[config.mk]
export PLATFORM = sky130hd
export DESIGN_NAME = pdp8_kl8e
export DESIGN_NICKNAME = d
export VERILOG_FILES = /design/src/rtl/pdp8_kl8e.sv
export SDC_FILE = /design/constraint.sdc
export NUM_CORES = 1
export LEC_CHECK = 0
export CAP_MARGIN = 15
export CORE_MARGIN = 5
export CORE_UTILIZATION = 50
export DETAILED_ROUTE_END_ITERATION = 10
export PLACE_DENSITY = 0.75
export SYNTH_ARGS = -nofsm -noshare
export SYNTH_HDL_FRONTEND = slang
export SYNTH_SLANG_ARGS = --single-unit
[constraint.sdc]
create_clock -name clk -period 3.8 [get_ports clk]
set_clock_uncertainty 0.05 [all_clocks]
set_input_delay 0.76 -clock clk [delete_from_list [all_inputs] [get_ports clk]]
set_output_delay 0.76 -clock clk [all_outputs]
set_load 0.01 [all_outputs]
[src/rtl/pdp8_kl8e.sv]
`timescale 1ns/1ps
`default_nettype none
// ============================================================================
//  Module   : pdp8_kl8e
//  Purpose  : KL8E-compatible console teletype for the PDP-8. Keyboard is
//             device 03 and printer is device 04. IOT decode is combinational.
//             The printer serialises onto an 8N1 txd line and the keyboard
//             deserialises an 8N1 rxd line.
//  Revision : 1.0 - initial release
// ============================================================================
module pdp8_kl8e #(
   parameter int BAUD_DIV = 16
) (
   input  logic       clk,
   input  logic       reset,
   input  logic       iot,
   input  logic [5:0] io_select,
   input  logic [2:0] io_op,
   input  logic [7:0] io_data_in,
   output logic [7:0] io_data_out,
   output logic       io_ac_clear,
   output logic       io_ac_or,
   output logic       io_skip,
   output logic       interrupt_req,
   input  logic       rxd,
   output logic       txd
);

   localparam int              CW       = $clog2(BAUD_DIV);
   localparam logic [CW-1:0]   CNT_LAST = CW'(BAUD_DIV - 1);
   localparam logic [CW-1:0]   CNT_HALF = CW'(BAUD_DIV / 2 - 1);
   localparam logic [5:0]      DEV_KBD  = 6'o03;
   localparam logic [5:0]      DEV_TTY  = 6'o04;

   localparam logic [1:0]      S_IDLE   = 2'd0;
   localparam logic [1:0]      S_START  = 2'd1;
   localparam logic [1:0]      S_DATA   = 2'd2;
   localparam logic [1:0]      S_STOP   = 2'd3;

   // Flags and buffers
   logic       kbd_flag;
   logic       tty_flag;
   logic [7:0] kbd_buf;
   logic [7:0] tx_buf;

   // IOT decode strobes
   logic kbd_sel;
   logic tty_sel;
   logic kbd_flag_clr;
   logic tty_flag_set_iot;
   logic tty_flag_clr;
   logic tx_load;

   // Transmitter
   logic [1:0]    tx_state;
   logic [1:0]    tx_next;
   logic [CW-1:0] tx_cnt;
   logic [2:0]    tx_bit;
   logic          tx_cnt_last;
   logic          tx_done;

   // Receiver
   logic          rx_s1;
   logic          rx_s2;
   logic          rx_prev;
   logic          rx_fall;
   logic [1:0]    rx_state;
   logic [1:0]    rx_next;
   logic [CW-1:0] rx_cnt;
   logic [2:0]    rx_bit;
   logic [7:0]    rx_shift;
   logic          rx_cnt_last;
   logic          rx_sample;
   logic          rx_wrap;
   logic          rx_done;

   // IOT decode: CPU-facing controls are purely combinational
   always_comb begin
      kbd_sel          = iot && (io_select == DEV_KBD);
      tty_sel          = iot && (io_select == DEV_TTY);
      io_skip          = (kbd_sel && (io_op == 3'o1) && kbd_flag) ||
                         (tty_sel && (io_op == 3'o1) && tty_flag);
      io_ac_clear      = kbd_sel && ((io_op == 3'o2) || (io_op == 3'o6));
      io_ac_or         = kbd_sel && ((io_op == 3'o4) || (io_op == 3'o6));
      io_data_out      = io_ac_or ? kbd_buf : 8'h00;
      kbd_flag_clr     = kbd_sel && ((io_op == 3'o0) || (io_op == 3'o2) || (io_op == 3'o6));
      tty_flag_set_iot = tty_sel && (io_op == 3'o0);
      tty_flag_clr     = tty_sel && ((io_op == 3'o2) || (io_op == 3'o6));
      tx_load          = tty_sel && ((io_op == 3'o4) || (io_op == 3'o6));
   end

   assign interrupt_req = kbd_flag | tty_flag;

   // Flag registers: a hardware set wins over a coincident IOT clear
   always_ff @(posedge clk or posedge reset) begin
      if (reset) begin
         kbd_flag <= 1'b0;
         tty_flag <= 1'b0;
      end else begin
         if (rx_done)
            kbd_flag <= 1'b1;
         else if (kbd_flag_clr)
            kbd_flag <= 1'b0;

         if (tx_done || tty_flag_set_iot)
            tty_flag <= 1'b1;
         else if (tty_flag_clr)
            tty_flag <= 1'b0;
      end
   end

   // ---------------------------------------------------------------- TX ----

   // TX state register
   always_ff @(posedge clk or posedge reset) begin
      if (reset)
         tx_state <= S_IDLE;
      else
         tx_state <= tx_next;
   end

   // TX next-state: a load while busy is ignored here, so the frame is undisturbed
   always_comb begin
      tx_next = tx_state;
      case (tx_state)
         S_IDLE:  if (tx_load)                          tx_next = S_START;
         S_START: if (tx_cnt_last)                      tx_next = S_DATA;
         S_DATA:  if (tx_cnt_last && (tx_bit == 3'd7))  tx_next = S_STOP;
         S_STOP:  if (tx_cnt_last)                      tx_next = S_IDLE;
         default:                                       tx_next = S_IDLE;
      endcase
   end

   // TX outputs: line level follows the state directly so reset forces idle-high at once
   always_comb begin
      tx_cnt_last = (tx_cnt == CNT_LAST);
      tx_done     = (tx_state == S_STOP) && tx_cnt_last;
      case (tx_state)
         S_START: txd = 1'b0;
         S_DATA:  txd = tx_buf[tx_bit];
         default: txd = 1'b1;
      endcase
   end

   // TX datapath: bit timer, bit index and character buffer
   always_ff @(posedge clk or posedge reset) begin
      if (reset) begin
         tx_cnt <= '0;
         tx_bit <= 3'd0;
         tx_buf <= 8'h00;
      end else begin
         if ((tx_state == S_IDLE) || tx_cnt_last)
            tx_cnt <= '0;
         else
            tx_cnt <= tx_cnt + 1'b1;

         if (tx_state != S_DATA)
            tx_bit <= 3'd0;
         else if (tx_cnt_last)
            tx_bit <= tx_bit + 3'd1;

         if ((tx_state == S_IDLE) && tx_load)
            tx_buf <= io_data_in;
      end
   end

   // ---------------------------------------------------------------- RX ----

   // RX synchroniser plus one delayed copy for falling-edge detection
   always_ff @(posedge clk or posedge reset) begin
      if (reset) begin
         rx_s1   <= 1'b1;
         rx_s2   <= 1'b1;
         rx_prev <= 1'b1;
      end else begin
         rx_s1   <= rxd;
         rx_s2   <= rx_s1;
         rx_prev <= rx_s2;
      end
   end

   assign rx_fall = rx_prev & ~rx_s2;

   // RX state register
   always_ff @(posedge clk or posedge reset) begin
      if (reset)
         rx_state <= S_IDLE;
      else
         rx_state <= rx_next;
   end

   // RX next-state: a high start sample is treated as a glitch
   always_comb begin
      rx_next = rx_state;
      case (rx_state)
         S_IDLE:  if (rx_fall)                          rx_next = S_START;
         S_START: if (rx_cnt == CNT_HALF)               rx_next = rx_s2 ? S_IDLE : S_DATA;
         S_DATA:  if (rx_cnt_last && (rx_bit == 3'd7))  rx_next = S_STOP;
         S_STOP:  if (rx_cnt_last)                      rx_next = S_IDLE;
         default:                                       rx_next = S_IDLE;
      endcase
   end

   // RX outputs: sample strobes; after the half-bit start sample, every full bit lands mid-bit
   always_comb begin
      rx_cnt_last = (rx_cnt == CNT_LAST);
      rx_sample   = (rx_state == S_DATA) && rx_cnt_last;
      rx_done     = (rx_state == S_STOP) && rx_cnt_last && rx_s2;
      rx_wrap     = ((rx_state == S_START) && (rx_cnt == CNT_HALF)) ||
                    (((rx_state == S_DATA) || (rx_state == S_STOP)) && rx_cnt_last);
   end

   // RX datapath: bit timer, shift register and keyboard buffer
   always_ff @(posedge clk or posedge reset) begin
      if (reset) begin
         rx_cnt   <= '0;
         rx_bit   <= 3'd0;
         rx_shift <= 8'h00;
         kbd_buf  <= 8'h00;
      end else begin
         if ((rx_state == S_IDLE) || rx_wrap)
            rx_cnt <= '0;
         else
            rx_cnt <= rx_cnt + 1'b1;

         if (rx_state != S_DATA)
            rx_bit <= 3'd0;
         else if (rx_cnt_last)
            rx_bit <= rx_bit + 3'd1;

         if (rx_sample)
            rx_shift <= {rx_s2, rx_shift[7:1]};

         if (rx_done)
            kbd_buf <= rx_shift;
      end
   end

endmodule
`default_nettype wire

# Word-level counts from Yosys, hierarchy flattened
# Index checks and enable logic that the tools add are counted.
[classes] n_addsub=4 n_lt_le_gt_ge=1 eq_ne=27 n_mux=25 bitwise_logic=3 reduce_logical=40
[ops] operator="1-bit logical AND" n=21
[ops] operator="2-bit 2-to-1 mux" n=9
[ops] operator="2-bit != test, second input constant" n=9
[ops] operator="2-bit one-hot mux with 4 select lines" n=2
[ops] operator="3-bit == test, second input constant" n=4
[ops] operator="3-bit 2-to-1 mux" n=4
[ops] operator="1-bit logical OR" n=10
[ops] operator="4-bit by 1-bit adder with 4-bit output, second input constant" n=2
[ops] operator="2-bit == test, second input constant" n=4
[ops] operator="4-bit == test, second input constant" n=2
[ops] operator="4-bit 2-to-1 mux" n=2
[ops] operator="8-bit 2-to-1 mux" n=1
[ops] operator="4-bit AND reduction" n=2
[ops] operator="2-bit nonzero test" n=4
[ops] operator="3-bit by 1-bit adder with 3-bit output, second input constant" n=2
[ops] operator="6-bit by 2-bit == test with 1-bit output, second input constant" n=1
[ops] operator="6-bit by 3-bit == test with 1-bit output, second input constant" n=1
[ops] operator="1-bit 2-to-1 mux" n=5
[ops] operator="2-bit by 1-bit == test with 1-bit output, second input constant" n=2
[ops] operator="4-bit by 3-bit == test with 1-bit output, second input constant" n=1
[ops] operator="2-bit logical NOT" n=2
[ops] operator="3-bit by 4-bit < comparator with 1-bit output, second input constant" n=1
[ops] operator="1-bit binary-select mux with 3-bit select" n=1
[ops] operator="3-bit by 1-bit == test with 1-bit output, second input constant" n=1
[ops] operator="other kinds (7)" n=7
[totals] reg_bits=47 input_bits=21 out_inout_bits=13 elab_cells=114

# Logic depth before layout (Yosys ltp)
# Gate-level depths: netlist (run 1).
[logic_depth] ltp_word=6 depth_mapped=6 depth_no_buf=6

# Worst setup path before layout (run 1)
# Ideal clock, no wire load.
[synth_timing] path_kind="in2out" start="input port io_select[3]" end="output port io_data_out[0]" arrival_ns=1.968 required_time_ns=2.990 path_slack_ns=1.022 cell_stages=5 path_buffers=1 path_cell_list="or4b_4 -> nor2_4 -> and3_1 -> buf_2 -> and2_1"
[synth_between] elab_chain_len=4
[synth_rtl] element="start: declaration" line_no="17" source="input logic [5:0] io_select,"
[synth_rtl] element="6-bit by 2-bit == test with 1-bit output" line_no="79" source="kbd_sel = iot && (io_select == DEV_KBD);"
[synth_rtl] element="1-bit logical AND" line_no="79"
[synth_rtl] element="1-bit logical AND" line_no="84" source="io_ac_or = kbd_sel && ((io_op == 3'o4) || (io_op == 3'o6));"
[synth_rtl] element="net io_ac_or" line_no="22" source="output logic io_ac_or,"
[synth_rtl] element="8-bit 2-to-1 mux" line_no="85" source="io_data_out = io_ac_or ? kbd_buf : 8'h00;"
[synth_rtl] element="end: declaration" line_no="20" source="output logic [7:0] io_data_out,"
# The timed path passes the listed nets, and every way through them passes these cells.

# Worst setup path in the final report (run 1)
[layout_timing] start="input port io_select[3]" end="output port io_data_out[6]"
[layout_between] elab_chain_len=4
[layout_rtl] element="6-bit by 2-bit == test with 1-bit output" line_no="79"
[layout_rtl] element="1-bit logical AND" line_no="79"
[layout_rtl] element="1-bit logical AND" line_no="84"
[layout_rtl] element="8-bit 2-to-1 mux" line_no="85"
# Every way passes these cells.

==> results of run 1 <==
==> cell usage after synthesis (2+ instances only) <==
cell type | n | area (µm²)
inv_1 | 6 | 22.5
nor2b_1 | 2 | 12.5
and3_1 | 5 | 31.3
mux4_2 | 2 | 45.0
mux2_2 | 24 | 270
nor3b_1 | 2 | 15.0
nand3_1 | 3 | 15.0
ha_1 | 11 | 138
o211ai_1 | 2 | 15.0
o21ai_0 | 6 | 30.0
a21oi_1 | 4 | 20.0
mux2i_1 | 5 | 50.1
clkbuf_1 | 2 | 7.51
dfrtp_1 | 44 | 1100
xnor2_1 | 3 | 26.3
xor2_1 | 2 | 17.5
and2_1 | 10 | 62.6
dfstp_2 | 3 | 78.8
nor2_1 | 9 | 33.8
nand2_1 | 12 | 45.0
==> worst register-to-register path: stages, from the launching register on <==
cell,delay [ns]
dfrtp_1,0.37
ha_1,0.24
nand3_1,0.25
nor3_2,0.65
mux2_2,0.41
==> worst max path at each step <==
stage	from	end	slack, ns	depth (start not counted)
finish	io_select[3]	io_data_out[6]	0.18	6
global route	io_select[3]	io_data_out[2]	0.07	6
CTS	io_select[3]	io_data_out[6]	0.17	6
detailed placement	io_select[3]	io_data_out[6]	0.17	6
global placement	io_select[3]	io_data_out[4]	0.21	6
floorplan	io_select[3]	io_data_out[0]	1.02	5
==> logic make-up after synthesis <==
group,share of synthesized area
compound gates,0.0574
fa+ha+maj,0.0619
xor+xnor,0.0197
flops,0.531
simple gates,0.143
mux,0.171
buf+inv,0.0158
==> power by group through the flow <==
stage,Sequential (µW),Combinational [µW],Clock [µW]
2_1_floorplan,552,92.1,0
3_3_place_gp,564,120,0
3_5_place_dp,567,127,0
4_1_cts,556,127,329
5_1_grt,564,145,343
6_report,557,126,317
==> flip-flops by register name, indices dropped and copies added, names as in the netlist, named ones only <==
name      cells
tx_state      2
rx_cnt        4
kbd_flag      1
rx_s1         1
rx_prev       1
rx_s2         1
rx_state      1
tty_flag      1
rx_bit        3
tx_bit        3
tx_cnt        4
rx_shift      8
kbd_buf       8
tx_buf        8
==> per-layer routing <==
| metal | share of wire | vias up |
|---|---|---|
| li1 | - | 704 |
| met2 | 0.52 | 23 |
| met4 | 0.012 | 0 |
| met5 | 0 | - |
| met3 | 0.035 | 5 |
| met1 | 0.43 | 716 |
==> layout make-up <==
type	instances	area (µm²)	share of cell area
clock buffer	8	100	0.0367
inverter	6	22.5	0.00825
multi-input combinational	121	1010	0.370
sequential	47	1180	0.432
tap	52	65.1	0.0238
timing repair buffer	36	353	0.129
==> metrics by stage <==
step	area [µm²]	total power, µW	std cells	worst slack [ns]
final	2730	1000	270	0.181
after floorplan	2220	645	177	1.02
after detailed placement	2630	693	262	0.167
after global placement	2630	684	262	0.208
after CTS	2730	1010	270	0.167
after global routing	2730	1050	270	0.0695
==> flow_summary.yaml, run 1 <==
floorplanning:
  fp.dieArea_um2: 5880
  fp.dieW_um: 76.7
  rows: 24
  fp.dieH_um: 76.7
  core_um2: 4320
  io_pins: 34
  start_util: 0.514
worst_setup_path:
  worst-r2r-cell-count: 4
  end_kind: "primary output"
  critPathMaxStageDelay_ns: 0.57
  r2r-start: "rx_cnt[0]"
  crit_buf_inv: 2
  crit_arrival_ns: 2.81
  crit_fanout: 9
  cp_cell_sequence: "clkdlybuf4s50_1 -> or4b_4 -> nor2_4 -> and3_1 -> and2_1 -> clkdlybuf4s50_1"
  crit_required_ns: 2.99
  path_delay_family: "simple AND/OR/NAND/NOR gates"
  crit_top_cell: "clkdlybuf4s50_1"
  r2r-end: "kbd_buf[0]"
  worstSetupStartpointType: "primary input"
  critPathKind: "in2out"
  cp_slowest_cell: "or4b_4"
  rrSetupSlack_ns: 1.71
hold_path:
  hp-start: "rx_s1"
  whs_path_depth: 0
  hp-class: "reg2reg"
  holdPathEnd: "rx_s2"
sta:
  fmax_ghz: 0.276
  period_share: 0.952
  hold_violations: 0
  slew_violations: 0
  setup_viol: 0
  relSlewSlack: 0.531
  fin_crit_ns: 3.62
  rsz0062_at_grt: "no"
  holdWs_ns: 0.309
  setup-tns-final_ns: 0
  tightest_slew_ns: 0.700
clock_tree:
  clkLatencyLatePin_ns: 0.29
  cts_tree: "done"
  clock-root-buffer: "clkbuf_8"
  holdBufCountCts: 0
  numCtsBuffers: 5
  cts.sinks: 47
  clockBufferDepth: 2
  postCtsSetupBuffers: 0
  h-tree-depth: 2
  clk_pin_slew_ns: 0.08
  cts_resized: 0
yosys:
  synthDistinctLibCells: 40
  ys_seq_area_frac: 0.531
  ys_seq_elements: 47
  avgSynthCellArea_um2: 12.6
  postSynthNetCount: 209
  synthCells: 177
  synth_area_um2: 2220
  yosysWarnings: 0
  synth_top_flop_cell: "dfrtp_1"
  ys_async_sr_fraction: 1.00
  synth_edf_count: 0
global_routing:
  grt_use_met1: 0.168
  grt_busiest_layer: "met2"
  use_met3: 0.0340
  grt_pass1_wl_mm: 6.76
  grt_max_degree: 29
  grt_antenna_before_repair: 0
  gr-usage-all-layers: 0.142
  grtUsageMet2: 0.248
  grt_pass1_vias: 1472
  grt_overflow: 0
power_and_ir_drop:
  power_leakage_uw: 0.00129
  p_sw_uw: 249
  p_per_area_nw_per_um2: 366
  intPower_uw: 751
  peakVddDrop_mv: 0.294
  switching_share: 0.249
  seqPwrFrac: 0.557
  power_frac_clock: 0.317
  comb_power_share: 0.126
flow_run:
  cap_violations: 0
placement:
  gp_congestion: 0.869
  port_buffers: 33
  dp_hpwl_mm: 3.03
layout:
  diodes: 0
  drive_gt1_frac: 0.220
  area_delta_synth_final_pct: 22.7
  final_common_cell: "dfrtp_1"
  final_cell_mix: "dfrtp_1 (44), clkdlybuf4s50_1 (33), mux2_2 (24)"
  fin_nets: 249
  fillers: 351
  utilization: 0.631
routing:
  ant_nets: 0
  vias: 1448
  avgRoutedWirePerCell_um: 14.6
  drc: 0
  drt_iter0_markers: 71
  routed_via_density: 5.36
  wirelength_mm: 3.95
  first_pass_iters: 4
run_status:
  status: "complete, no violations"
No activity file was read; power rests on OpenSTA's default activity.
==> run 2: changes to the inputs <==
- clock period: 3.8 -> 4.5 ns (I/O delays scaled with it)
==> flow_summary.yaml, run 2 (synthesis results as in run 1) <==
floorplanning:
  rows: 24
  io_pins: 34
  start_util: 0.514
  fp.dieW_um: 76.7
  core_um2: 4320
  fp.dieArea_um2: 5880
  fp.dieH_um: 76.7
placement:
  place_area_um2: 2610
  gp_congestion: 0.783
  dp_hpwl_mm: 2.97
  port_buffers: 33
  dp_cells: 260
global_routing:
  gr-usage-all-layers: 0.147
  grt_pass1_vias: 1596
  grt_max_degree: 48
  grt_antenna_before_repair: 0
  grt_overflow: 0
  grt_pass1_wl_mm: 7.09
sta:
  setup-tns-final_ns: 0
  tightest_slew_ns: 0.715
  hold_violations: 0
  slew_violations: 0
  period_share: 0.901
  fmax_ghz: 0.247
  holdWs_ns: 0.308
  relSlewSlack: 0.522
  fin_crit_ns: 4.05
  rsz0062_at_grt: "no"
  setup_viol: 0
clock_tree:
  postCtsSetupBuffers: 0
  holdBufCountCts: 0
  cts.sinks: 47
  clk_pin_slew_ns: 0.08
  cts_tree: "done"
  cts_resized: 0
  h-tree-depth: 2
  numCtsBuffers: 5
  clkLatencyLatePin_ns: 0.29
  clockBufferDepth: 2
  clock-root-buffer: "clkbuf_8"
layout:
  fin_nets: 247
  reg_top3: "kbd_buf: 8 flops, rx_shift: 8 flops, tx_buf: 8 flops"
  area_delta_synth_final_pct: 23.5
  drive_gt1_frac: 0.213
  diodes: 0
  final_cell_mix: "dfrtp_1 (44), clkdlybuf4s50_1 (33), mux2_2 (24)"
  finalNonFillerCells: 268
  fillers: 343
  final_area_um2: 2750
  final_common_cell: "dfrtp_1"
routing:
  wirelength_mm: 3.97
  ant_nets: 0
  routed_via_density: 5.39
  drc: 0
  drt_iter0_markers: 52
  first_pass_iters: 4
  vias: 1445
  avgRoutedWirePerCell_um: 14.8
hold_path:
  hp-start: "rx_s1"
  whs_path_depth: 0
  holdPathEnd: "rx_s2"
  hp-class: "reg2reg"
worst_setup_path:
  crit_required_ns: 3.55
  end_kind: "primary output"
  setup.worst_path.start: "io_select[3]"
  critPathKind: "in2out"
  rrSetupSlack_ns: 2.46
  crit_fanout: 9
  crit_arrival_ns: 3.10
  r2r-start: "rx_cnt[0]"
  worst-r2r-cell-count: 4
  worstSetupStartpointType: "primary input"
  r2r-end: "kbd_buf[4]"
power_and_ir_drop:
  peakVddDrop_mv: 0.205
  p_per_area_nw_per_um2: 338
  power_leakage_uw: 0.00129
run_status:
  status: "complete, no violations"
flow_run:
  cap_violations: 0
## run 2: routing by layer
layer / GRT usage / wire (µm) / vias to the layer above
met5: 0 / 0 / -
met4: 0.0507 / 31 / 0
met3: 0.0433 / 234 / 2
met2: 0.270 / 2160 / 42
met1: 0.159 / 1540 / 704
li1: - / - / 697
## run 2: worst max-delay path, cell delays in order
cell	delay [ns]
clkdlybuf4s50_1	0.42
or4b_4	0.58
nor2_4	0.19
and3_1	0.32
and2_1	0.16
clkdlybuf4s50_1	0.53
## run 2: how the worst max path moves through the flow
stage	end	slack, ns	depth (start not counted)
2_1_floorplan	io_data_out[0]	1.44	5
3_3_place_gp	io_data_out[3]	0.54	6
3_5_place_dp	io_data_out[4]	0.43	6
4_1_cts	io_data_out[4]	0.43	6
5_1_grt	io_data_out[6]	0.35	6
6_report	io_data_out[4]	0.45	6
## run 2: per-stage QoR
step / util / setup slack [ns] / total power [µW]
after global routing: 0.635 / 0.351 / 972
after CTS: 0.635 / 0.433 / 942
after detailed placement: 0.604 / 0.426 / 584
final: 0.635 / 0.447 / 927
after floorplan: - / 1.44 / 544
after global placement: 0.604 / 0.538 / 577
## run 2: where the power goes
group / switching [µW] / internal [µW] / total, µW
sequential: 23.4 / 446 / 470
clock: 132 / 222 / 354
combinational: 57.4 / 46.4 / 104
## run 2: final cells by class
| class | instances | area [µm²] | area share |
|---|---|---|---|
| flip-flops and latches | 47 | 1180 | 0.430 |
| well taps | 52 | 65.1 | 0.0237 |
| clock buffers | 6 | 72.6 | 0.0264 |
| clock inverters | 2 | 60.1 | 0.0219 |
| multi-input cells | 121 | 1010 | 0.367 |
| repair buffers | 34 | 338 | 0.123 |
| inverters | 6 | 22.5 | 0.00820 |
==> run 3: changes to the inputs <==
- GPL_ROUTABILITY_DRIVEN: unset -> 0
==> results of run 3 <==
Final layout, timing and power as in run 2 (identical DEF).
